### src/rtl/bcd_field_writer_if.sv
// Bundle for the field writer: commit/data inputs from the counter side and
// the register-bus write handshake plus status flags.
interface bcd_field_writer_if;
    logic       W_R;
    logic [6:0] dato_bin;
    logic [7:0] addr_in;
    logic       wr_ack;
    logic       wr_req;
    logic [7:0] wr_addr;
    logic [7:0] wr_data;
    logic       busy;
    logic       done;
    logic       range_err;
    logic       timeout_err;

    // master: the writer block itself, which drives the bus write request
    modport master (
        input  W_R, dato_bin, addr_in, wr_ack,
        output wr_req, wr_addr, wr_data, busy, done, range_err, timeout_err
    );

    // slave: the environment that commits values and acknowledges writes
    modport slave (
        output W_R, dato_bin, addr_in, wr_ack,
        input  wr_req, wr_addr, wr_data, busy, done, range_err, timeout_err
    );
endinterface

### src/rtl/bcd_field_writer.sv
// Converts a 7-bit binary field (clamped to 99) to packed BCD by serial
// double-dabble, then issues one register write and waits for acknowledge.
module bcd_field_writer #(
    parameter int ACK_TIMEOUT = 255
) (
    input  logic                 clk,
    input  logic                 rst,
    bcd_field_writer_if.master   bus
);

    localparam int TW = (ACK_TIMEOUT > 1) ? $clog2(ACK_TIMEOUT) : 1;
    localparam logic [TW-1:0] TOUT_LAST = TW'(ACK_TIMEOUT - 1);
    localparam int NIB = 2;

    typedef enum logic [1:0] {
        IDLE    = 2'd0,
        CONVERT = 2'd1,
        REQ     = 2'd2
    } state_t;

    state_t        state_q, state_d;
    logic          w_r_q, w_r_d;
    logic          arm_q, arm_d;
    logic [14:0]   sr_q, sr_d;
    logic [2:0]    cnt_q, cnt_d;
    logic [TW-1:0] tout_q, tout_d;
    logic          wr_req_q, wr_req_d;
    logic [7:0]    wr_addr_q, wr_addr_d;
    logic [7:0]    wr_data_q, wr_data_d;
    logic          busy_q, busy_d;
    logic          done_q, done_d;
    logic          range_err_q, range_err_d;
    logic          timeout_err_q, timeout_err_d;

    logic          start;
    logic [6:0]    clamped;
    logic [14:0]   sr_adj;
    logic [14:0]   sr_shift;

    // Shift register layout: {tens[14:11], units[10:7], binary[6:0]}.
    assign sr_adj[6:0] = sr_q[6:0];

    generate
        for (genvar gi = 0; gi < NIB; gi++) begin : g_dabble
            assign sr_adj[7+4*gi +: 4] = (sr_q[7+4*gi +: 4] >= 4'd5)
                                       ? sr_q[7+4*gi +: 4] + 4'd3
                                       : sr_q[7+4*gi +: 4];
        end
    endgenerate

    assign sr_shift = sr_adj << 1;

    assign clamped = (bus.dato_bin > 7'd99) ? 7'd99 : bus.dato_bin;

    // arm_q blocks a start until W_R has been seen low since reset, so a
    // level that was already high across reset cannot trigger a write.
    assign start = bus.W_R & ~w_r_q & arm_q;

    always_comb begin
        state_d       = state_q;
        w_r_d         = bus.W_R;
        arm_d         = arm_q | ~bus.W_R;
        sr_d          = sr_q;
        cnt_d         = cnt_q;
        tout_d        = tout_q;
        wr_req_d      = wr_req_q;
        wr_addr_d     = wr_addr_q;
        wr_data_d     = wr_data_q;
        done_d        = 1'b0;
        range_err_d   = range_err_q;
        timeout_err_d = timeout_err_q;

        unique case (state_q)
            IDLE: begin
                if (start) begin
                    wr_addr_d     = bus.addr_in;
                    sr_d          = {8'h00, clamped};
                    range_err_d   = (bus.dato_bin > 7'd99);
                    timeout_err_d = 1'b0;
                    cnt_d         = 3'd7;
                    state_d       = CONVERT;
                end
            end
            CONVERT: begin
                sr_d  = sr_shift;
                cnt_d = cnt_q - 3'd1;
                if (cnt_q == 3'd1) begin
                    wr_data_d = sr_shift[14:7];
                    wr_req_d  = 1'b1;
                    tout_d    = '0;
                    state_d   = REQ;
                end
            end
            REQ: begin
                if (bus.wr_ack) begin
                    wr_req_d = 1'b0;
                    done_d   = 1'b1;
                    state_d  = IDLE;
                end else if (tout_q == TOUT_LAST) begin
                    wr_req_d      = 1'b0;
                    timeout_err_d = 1'b1;
                    state_d       = IDLE;
                end else begin
                    tout_d = tout_q + TW'(1);
                end
            end
            default: begin
                wr_req_d = 1'b0;
                state_d  = IDLE;
            end
        endcase

        busy_d = (state_d != IDLE);
    end

    always_ff @(posedge clk) begin
        if (rst) begin
            state_q       <= IDLE;
            w_r_q         <= 1'b0;
            arm_q         <= ~bus.W_R;
            sr_q          <= '0;
            cnt_q         <= '0;
            tout_q        <= '0;
            wr_req_q      <= 1'b0;
            wr_addr_q     <= '0;
            wr_data_q     <= '0;
            busy_q        <= 1'b0;
            done_q        <= 1'b0;
            range_err_q   <= 1'b0;
            timeout_err_q <= 1'b0;
        end else begin
            state_q       <= state_d;
            w_r_q         <= w_r_d;
            arm_q         <= arm_d;
            sr_q          <= sr_d;
            cnt_q         <= cnt_d;
            tout_q        <= tout_d;
            wr_req_q      <= wr_req_d;
            wr_addr_q     <= wr_addr_d;
            wr_data_q     <= wr_data_d;
            busy_q        <= busy_d;
            done_q        <= done_d;
            range_err_q   <= range_err_d;
            timeout_err_q <= timeout_err_d;
        end
    end

    assign bus.wr_req      = wr_req_q;
    assign bus.wr_addr     = wr_addr_q;
    assign bus.wr_data     = wr_data_q;
    assign bus.busy        = busy_q;
    assign bus.done        = done_q;
    assign bus.range_err   = range_err_q;
    assign bus.timeout_err = timeout_err_q;

endmodule

### src/flat_wrapper.sv
// flat-port wrapper written by rule: the top's interface ports become plain ports
module bcd_field_writer_flat 
#(
    parameter int ACK_TIMEOUT = 255
)
  (clk, rst, bus_W_R, bus_dato_bin, bus_addr_in, bus_wr_ack, bus_wr_req, bus_wr_addr, bus_wr_data, bus_busy, bus_done, bus_range_err, bus_timeout_err);
  bcd_field_writer_if bus_i ();
  input  logic clk;
  input  logic rst;
  input wire logic [$bits(bus_i.W_R)-1:0] bus_W_R;
  input wire logic [$bits(bus_i.dato_bin)-1:0] bus_dato_bin;
  input wire logic [$bits(bus_i.addr_in)-1:0] bus_addr_in;
  input wire logic [$bits(bus_i.wr_ack)-1:0] bus_wr_ack;
  output wire logic [$bits(bus_i.wr_req)-1:0] bus_wr_req;
  output wire logic [$bits(bus_i.wr_addr)-1:0] bus_wr_addr;
  output wire logic [$bits(bus_i.wr_data)-1:0] bus_wr_data;
  output wire logic [$bits(bus_i.busy)-1:0] bus_busy;
  output wire logic [$bits(bus_i.done)-1:0] bus_done;
  output wire logic [$bits(bus_i.range_err)-1:0] bus_range_err;
  output wire logic [$bits(bus_i.timeout_err)-1:0] bus_timeout_err;
  assign bus_i.W_R = bus_W_R;
  assign bus_i.dato_bin = bus_dato_bin;
  assign bus_i.addr_in = bus_addr_in;
  assign bus_i.wr_ack = bus_wr_ack;
  assign bus_wr_req = bus_i.wr_req;
  assign bus_wr_addr = bus_i.wr_addr;
  assign bus_wr_data = bus_i.wr_data;
  assign bus_busy = bus_i.busy;
  assign bus_done = bus_i.done;
  assign bus_range_err = bus_i.range_err;
  assign bus_timeout_err = bus_i.timeout_err;
  bcd_field_writer #(.ACK_TIMEOUT(ACK_TIMEOUT)) u_core (.clk(clk), .rst(rst), .bus(bus_i));
endmodule
### config.mk
export PLATFORM = sky130hd
export DESIGN_NAME = bcd_field_writer_flat
export DESIGN_NICKNAME = d
export VERILOG_FILES = /design/src/rtl/bcd_field_writer_if.sv /design/src/rtl/bcd_field_writer.sv /design/src/flat_wrapper.sv
export SDC_FILE = /design/constraint.sdc
export NUM_CORES = 1
export LEC_CHECK = 0
export ABC_AREA = 1
export CAP_MARGIN = 15
export CORE_ASPECT_RATIO = 1.4
export CORE_MARGIN = 2
export CORE_UTILIZATION = 52
export DETAILED_ROUTE_END_ITERATION = 16
export GPL_TIMING_DRIVEN = 0
export PLACE_DENSITY_LB_ADDON = 0.25
export SLEW_MARGIN = 10
export SYNTH_ARGS = -nofsm -noshare
export SYNTH_HDL_FRONTEND = slang
export SYNTH_SLANG_ARGS = --single-unit
### constraint.sdc
create_clock -name clk -period 1.8 [get_ports clk]
set_clock_uncertainty 0.15 [all_clocks]
set_input_delay 0.18 -clock clk [delete_from_list [all_inputs] [get_ports clk]]
set_output_delay 0.18 -clock clk [all_outputs]
set_load 0.005 [all_outputs]
* After elaboration in Yosys (flattened, before gate mapping)
Cells that the tools add are included.
** Storage, ports and cells
- Output and inout port bits :: 21
- Word-level logic and storage cells :: 75
- Flip-flop bits (word level) :: 51
- Input bits :: 19
** Operators by class
- Reductions and logical operators :: 12
- Bitwise logic cells :: 7
- Equality and inequality tests :: 10
- Mux-type cells :: 26
- $add $sub $neg :: 4
- Magnitude comparators :: 3
** Operator list (number)
- 15-bit one-hot mux with 2 select lines :: 1
- 8-bit two-way mux :: 3
- 8-bit one-hot mux with 2 select lines :: 1
- 15-bit two-way mux :: 1
- 8-bit by 1-bit adder with 8-bit output (second input constant) :: 1
- 8-bit == test (second input constant) :: 1
- 4-bit by 3-bit greater-or-equal comparator with 1-bit output (second input constant) :: 2
- 1-bit two-way mux :: 8
- 2-bit two-way mux :: 4
- 4-bit AND reduction :: 2
- 2-bit nonzero test :: 4
- 7-bit greater-than comparator (second input constant) :: 1
- 7-bit two-way mux :: 1
- 3-bit two-way mux :: 2
- 2-bit by 1-bit != test with 1-bit output (second input constant) :: 3
- 2-bit one-hot mux with 3 select lines :: 1
- 3-bit one-hot mux with 2 select lines :: 1
- 2-bit AND reduction :: 3
- 4-bit by 2-bit adder with 4-bit output (second input constant) :: 1
- 4-bit two-way mux :: 1
- 2-bit != test (second input constant) :: 2
- 1-bit NOT :: 4
- 3-bit by 2-bit adder with 3-bit output (second input constant) :: 1
- 3-bit by 1-bit == test with 1-bit output (second input constant) :: 1
- other kinds (11) :: 12

* Longest topological paths before layout
Gate-level depths: netlist of run 1.
- Depth in word-level cells :: 6
- Mapped depth :: 11
- Mapped depth without buffers :: 10

* Least setup slack after synthesis of run 1
Ideal clock, no wire load.
- Kind :: reg2reg
- Start point :: register u_core.cnt_q[1]
- End point :: register u_core.tout_q[2]
- Setup time :: 115 ps
- Setup slack :: 361 ps
- Clock period less this slack :: 1439 ps
- Stages on the path, launching flop included :: 10
- Arrival time :: 1174 ps
- Data required time :: 1535 ps
- Buffers on the path :: 1
- Path through :: dfxtp_1 inv_1 ha_1 nand2_1 nor2_8 inv_2 nand2_4 buf_6 a21oi_1 nor2_1
** Between the ends
- Longest elaborated chain between the ends :: 3
** RTL lines
- start, declared :: line bcd_field_writer.sv:25 : logic [2:0] cnt_q, cnt_d;
- start signal, assigned :: line bcd_field_writer.sv:136 : cnt_q <= cnt_d;
- 3-bit by 1-bit == test with 1-bit output :: line bcd_field_writer.sv:87 : if (cnt_q == 3'd1) begin
- 2-bit by 1-bit != test with 1-bit output (no source line)
- 4-bit AND reduction (no source line)
- end signal, assigned :: line bcd_field_writer.sv:137 : tout_q <= tout_d;
- end, declared :: line bcd_field_writer.sv:26 : logic [TW-1:0] tout_q, tout_d;
Every way passes these cells.
A chain may end at the register's enable or synchronous reset.

* Worst setup path after layout of run 1
- Start point :: input port bus_W_R
- End point :: register u_core.cnt_q[0]
** Between the ends
- Longest elaborated chain between the ends :: 4
** RTL lines
- start, declared :: line flat_wrapper.sv:10 : input wire logic [$bits(bus_i.W_R)-1:0] bus_W_R;
- 1-bit AND (2 in a row) :: line bcd_field_writer.sv:57 : assign start = bus.W_R & ~w_r_q & arm_q;
- 2-bit by 1-bit != test with 1-bit output (no source line)
- 2-bit AND reduction (no source line)
Every way passes these cells.

==> reports/metrics.yaml, run 1 <==
outcome:
  status: "finished clean"
die:
  placementRows: 28
  die_w_um: 60.2
  fp.dieArea_sq_um: 4970
  ios: 40
  coreArea_sq_um: 4240
  die_y_um: 82.6
  start_util: 0.542
timing:
  whs_ns: 0.150
  slew_headroom: 0.660
  clock.fmax_mhz: 597
  rsz0062_at_grt: "false"
  min_period_ns: 1.68
  hold_violations: 0
  fin_crit_sh: 0.931
  finalSetupViolCount: 0
  final_max_slew_viol_count: 0
  tightest_slew_ns: 0.509
clock_network:
  cts_sinks: 51
  clkTransAtPathRegs_ns: 0.09
  cts-buffers-inserted: 5
  h-tree-depth: 2
  worst_skew_pair.late_latency_ns: 0.31
  cts_buffer_depth: 2
  cts_hold_buf: 0
  cts_setup_buffers: 0
  cts_root_buf: "clkbuf_8"
  tritoncts: "done"
worst_setup_path:
  crit_fanout: 10
  crit_type: "in -> reg"
  crit_arrival_ns: 1.69
  cp-start-kind: "primary input"
  critPathCaptureType: "flop"
  worstSetupStartpoint: "bus_W_R"
  reg2reg_slack_ns: 0.15
  reg2reg_depth: 7
  crit_path_end: "u_core.cnt_q[0]"
  reg2reg_to: "u_core.cnt_q[0]"
  r2r-start: "u_core.state_q[1]"
  critPathRequiredTime_ns: 1.82
synth:
  async_reset_ff_frac: 0
  synth_warnings: 0
  ys.flop_type: "dfxtp_1"
  synth_cell_types: 28
  synth-seq-cells: 51
  syn_area_sq_um: 2300
  ys_seq_area_frac: 0.444
  synth_nets: 349
  postSynthAreaPerCell_sq_um: 7.13
  syn_inst: 322
  synth-edff-count: 0
power:
  p_per_area_nw_per_um2: 827
  p_leak_nw: 1.17
  ir_worst_vdd_mv: 0.595
  total_power_mw: 2.38
cells_and_area:
  diodes: 0
  fin_util: 0.678
  areaGrowthSynthToFinish_pct: 25.2
  fin_cells: 428
  fill_cells: 373
  final_common_cell: "nand2_1"
  nets: 394
  layout_common_cells: "nand2_1, nor2_1, dfxtp_1"
  final_layout_size_suffix_gt1_frac: 0.0707
grt:
  grt_pass1_vias: 1900
  antenna_found_initial: 0
  use_met3: 0.0545
  grt-ovfl-total: 0
  grt_max_degree: 16
  grt_pass1_wl_um: 8520
  grtUsageTotal: 0.227
  grt-busiest-layer: "met2"
  gr-usage-met1: 0.274
  met2_usage: 0.386
routing:
  drtIter0Drc: 151
  vias: 2114
  viasPerCell: 4.94
  postRouteAntennaNets: 0
  routedWlPerCell_um: 11.5
  drc: 0
  wirelength_um: 4910
  drt-pass1-iter-count: 4
place:
  hpwl_um: 3480
  gp_congestion: 0.801
  placed_cells: 420
  port_buffers: 38
min_path:
  hp-start: "rst"
  hold_path_class: "in -> reg"
run:
  maxCapViolCount: 0
what timing repair did:
item | CTS | global route
hold endpoints to repair | 0 | 0
resized for setup | 0 | 1
setup endpoints to repair | 0 | 10
cell usage after synthesis (2+ instances only):
| library cell | count | area (sq um) |
|---|---|---|
| nand2_1 | 81 | 304 |
| nor2_1 | 52 | 195 |
| dfxtp_1 | 51 | 1020 |
| a21oi_1 | 26 | 130 |
| inv_1 | 26 | 97.6 |
| o21ai_0 | 25 | 125 |
| nand3_1 | 15 | 75.1 |
| ha_1 | 8 | 100 |
| clkbuf_1 | 6 | 22.5 |
| inv_2 | 4 | 15.0 |
| nor3_1 | 4 | 20.0 |
| o21ai_1 | 3 | 15.0 |
| xor2_1 | 3 | 26.3 |
| a31oi_1 | 2 | 12.5 |
| buf_2 | 2 | 10.0 |
| or2_2 | 2 | 12.5 |
layer usage:
| layer | wire, um | share of wire |
|---|---|---|
| met5 | 0 | 0 |
| met4 | 72 | 0.015 |
| met3 | 264 | 0.054 |
| met2 | 2420 | 0.49 |
| met1 | 2150 | 0.44 |
flip-flops by register name (all words and copies together) (netlist names):
register and count:
u_core.bus.busy 1, u_core.cnt_q 3, u_core.w_r_q 1, u_core.tout_q 8
u_core.bus.done 1, u_core.state_q 2, u_core.bus.timeout_err 1, u_core.bus.wr_addr 8
u_core.arm_q 1, u_core.bus.wr_data 8, u_core.sr_q 15, u_core.bus.range_err 1
u_core.bus.wr_req 1
critical path: stages:
cell             delay, ns
clkdlybuf4s50_1       0.47
inv_1                 0.06
nor3_2                0.21
nand2_1               0.16
nand2_2               0.18
inv_2                 0.11
buf_4                 0.19
nand2_1               0.07
a21oi_1               0.06
per-stage QoR:
| stage | setup TNS (ns) | setup WS (ns) | area, sq um |
|---|---|---|---|
| 6_report | 0 | 0.124 | 2880 |
| 5_1_grt | 0 | 0.0105 | 2880 |
| 4_1_cts | 0 | 0.0699 | 2870 |
| 3_5_place_dp | -3.66 | -0.243 | 2750 |
| 3_3_place_gp | -3.42 | -0.238 | 2750 |
| 2_1_floorplan | 0 | 0.361 | 2300 |
logic make-up (layout without fill, tap and decap cells):
| family | Yosys count | in the layout | share of synthesized area |
|---|---|---|---|
| and+or+nand+nor | 160 | 160 | 0.293 |
| AOI/OAI and AO/OA | 59 | 59 | 0.133 |
| DFF | 51 | 51 | 0.444 |
| buffers and inverters | 41 | 87 | 0.0741 |
| adders and majority gates | 8 | 8 | 0.0436 |
| xor gates and xnor gates | 3 | 3 | 0.0114 |
final cells by class:
cell class	count	area [sq um]	share of cell area
multi-input cells	230	1110	0.386
flip-flops and latches	51	1020	0.355
repair buffers	38	380	0.132
inverters	31	119	0.0413
clock buffers	6	82.6	0.0287
well taps	60	75.1	0.0261
plain buffers	10	51.3	0.0178
clock inverters	2	35.0	0.0122
worst min-delay path by stage:
stage / endpoint / cells after the start
floorplan: u_core.arm_q / 1
global placement: u_core.bus.wr_data[5] / 2
detailed placement: u_core.bus.wr_data[5] / 2
CTS: u_core.sr_q[13] / 2
global route: u_core.sr_q[11] / 2
finish: u_core.sr_q[13] / 2
report_power, final:
| group | total, mW | switching (mW) | internal [mW] |
|---|---|---|---|
| Clock | 0.831 | 0.381 | 0.450 |
| Sequential | 1.21 | 0.0278 | 1.18 |
| Combinational | 0.336 | 0.189 | 0.147 |
| Total | 2.38 | 0.597 | 1.78 |
Power figures use the tool's default switching activity.
==> inputs of run 2 (changes only) <==
clock period = 1.7 ns   (was 1.8 ns; I/O delays follow)
==> run 2 against run 1 <==
Compared with the run above:
- first-iteration DRC count up 2.0%
- clock power up 6.4%
- utilization up 1.6 points
- clock-buffer cell count stayed put
- wire length is 6.5% higher
- combinational power grew 13%
- sequential cell count unchanged
- critical endpoint unchanged
==> reports/metrics.yaml, run 2 (synthesized netlist as in run 1, its figures left out) <==
clock_network:
  cts-buffers-inserted: 5  # unchanged
  cts_buffer_depth: 2  # unchanged
  worst_skew_pair.late_latency_ns: 0.31  # about the same
  cts_root_buf: "clkbuf_8"
  cts_sinks: 51  # unchanged
  h-tree-depth: 2  # unchanged
  clkTransAtPathRegs_ns: 0.09  # about the same
  tritoncts: "done"
timing:
  tightest_slew_ns: 0.514  # +0.00483 ns
  final_max_slew_viol_count: 0  # unchanged
  hold_violations: 0  # unchanged
  whs_ns: 0.135  # -0.0150 ns
  min_period_ns: 1.65
  slew_headroom: 0.657  # -0.00322
  fin_crit_sh: 0.972
  finalSetupViolCount: 0  # unchanged
  clock.fmax_mhz: 605
cells_and_area:
  final_layout_size_suffix_gt1_frac: 0.110  # +0.0396
  largest_register: "u_core.sr_q"
  fin_util: 0.694  # +0.0156
  areaGrowthSynthToFinish_pct: 28.1
  diodes: 0  # unchanged
  stdcell_area_sq_um: 2940  # +2.3%
  layout_common_cells: "nand2_1, nor2_1, dfxtp_1"
  nets: 398  # +1.0%
  final_common_cell: "nand2_1"
  largest_reg_flops: 15  # unchanged
  fin_cells: 432  # +0.93%
power:
  power.share.combinational: 0.149  # +0.008
  p_leak_nw: 1.20  # +2.6%
  total_power_mw: 2.55  # +7.1%
  p_per_area_nw_per_um2: 866  # +4.7%
  power.share.clock: 0.347  # -0.002
  p_sw_mw: 0.649  # +8.6%
  power_frac_seq: 0.504  # -0.005
  ir_worst_vdd_mv: 0.642  # +7.8%
  p_int_mw: 1.90  # +6.5%
  swShare: 0.255  # +0.00365
outcome:
  status: "finished clean"
die:
  fp.dieArea_sq_um: 4970  # unchanged
  placementRows: 28  # unchanged
  die_y_um: 82.6  # unchanged
  die_w_um: 60.2  # unchanged
  ios: 40  # unchanged
  coreArea_sq_um: 4240  # unchanged
  start_util: 0.542  # unchanged
routing:
  drt-pass1-iter-count: 4  # unchanged
  postRouteAntennaNets: 0  # unchanged
  wirelength_um: 5230  # +6.5%
  vias: 2148  # +1.6%
  drtIter0Drc: 154  # +2.0%
  viasPerCell: 4.97  # +0.67%
  drc: 0  # unchanged
  routedWlPerCell_um: 12.1  # +5.5%
grt:
  grt_pass1_vias: 1900  # unchanged
  grt_max_degree: 16  # unchanged
  grt-ovfl-total: 0  # unchanged
  grtUsageTotal: 0.227  # unchanged
  grt_pass1_wl_um: 8520  # unchanged
  antenna_found_initial: 0  # unchanged
worst_setup_path:
  critPathRequiredTime_ns: 1.72  # -0.10 ns
  critPathCaptureType: "flop"
  cp-start-kind: "primary input"
  crit_arrival_ns: 1.68  # about the same
  crit_type: "in -> reg"
  crit_fanout: 10  # unchanged
place:
  dpl-instance-area_sq_um: 2750  # unchanged
  hpwl_um: 3480  # unchanged
  placed_cells: 420  # unchanged
  port_buffers: 38  # unchanged
  gp_congestion: 0.801  # unchanged
run:
  maxCapViolCount: 0  # unchanged
min_path:
  hold_path_class: "in -> reg"
[run 2: cell count changes in the layout (fill, tap and decap cells not counted)]
cell	delta
buf_4	+4
clkinvlp_4	+1
dfxtp_1	-4
dfxtp_2	+4
inv_1	-1
nand2_1	-2
nand2_2	+1
nand2_4	+1
nand3_1	-1
nand3_2	+1
nor2_1	-2
nor2_2	+2
xor2_1	-1
xor2_2	+1
[run 2: path summary, 6_finish.rpt]
kind | from | to | slack [ns] | cells past startpoint
worst max-delay path | bus_W_R | u_core.cnt_q[0] | 0.05 | 9
worst min-delay path | rst | u_core.sr_q[13] | 0.13 | 2
worst max register to register | u_core.state_q[1] | u_core.cnt_q[0] | 0.09 | 7
worst min register to register | u_core.bus.wr_data[5] | u_core.bus.wr_data[5] | 0.31 | 2
[run 2: worst max-delay path, cell delays in order]
cell and delay, ns:
clkdlybuf4s50_1 0.47, inv_1 0.06, nor3_2 0.26, nand2_2 0.16
nand2_4 0.14, inv_2 0.10, buf_4 0.19, nand2_1 0.07
a21oi_1 0.06
[run 2: metal layers]
layer  up-vias  global-route usage  routed length (um)
met4         0              0.0822                  95
met3         8              0.0545                 246
met2        45               0.386                2690
met5         -                   0                   0
li1       1122                   -                   -
met1       973               0.274                2200
[run 2: per-stage QoR]
| step | TNS (ns) | setup slack [ns] |
|---|---|---|
| after detailed placement | -6.18 | -0.333 |
| after floorplan | 0 | 0.261 |
| after global routing | -0.188 | -0.0370 |
| after global placement | -5.94 | -0.328 |
| final | 0 | 0.0471 |
| after CTS | 0 | 0.0755 |
[run 2: cell type report]
cell class,count,area (sq um)
Inverter,31,123
Tap cell,60,75.1
Clock buffer,6,82.6
Multi-Input combinational cell,230,1140
Fill cell,363,1300
Clock inverter,2,35.0
Timing Repair Buffer,42,410
Buffer,10,51.3
Sequential cell,51,1030
[run 2: power groups by stage]
stage                     clock (mW)  combinational [mW]  sequential [mW]
after detailed placement           0               0.353             1.31
after global routing           0.944               0.429             1.29
after floorplan                    0               0.212             1.31
final                          0.884               0.379             1.28
after global placement             0               0.348             1.31
after CTS                      0.899               0.357             1.28
[run 2: timing repair]
item / 4_1_cts / 5_1_grt
pin swaps: 0 / 2
endpoints found under the setup margin: 3 / 24
hold buffers: 0 / 0
buffers inserted: 0 / 4
gates resized for setup: 1 / 12
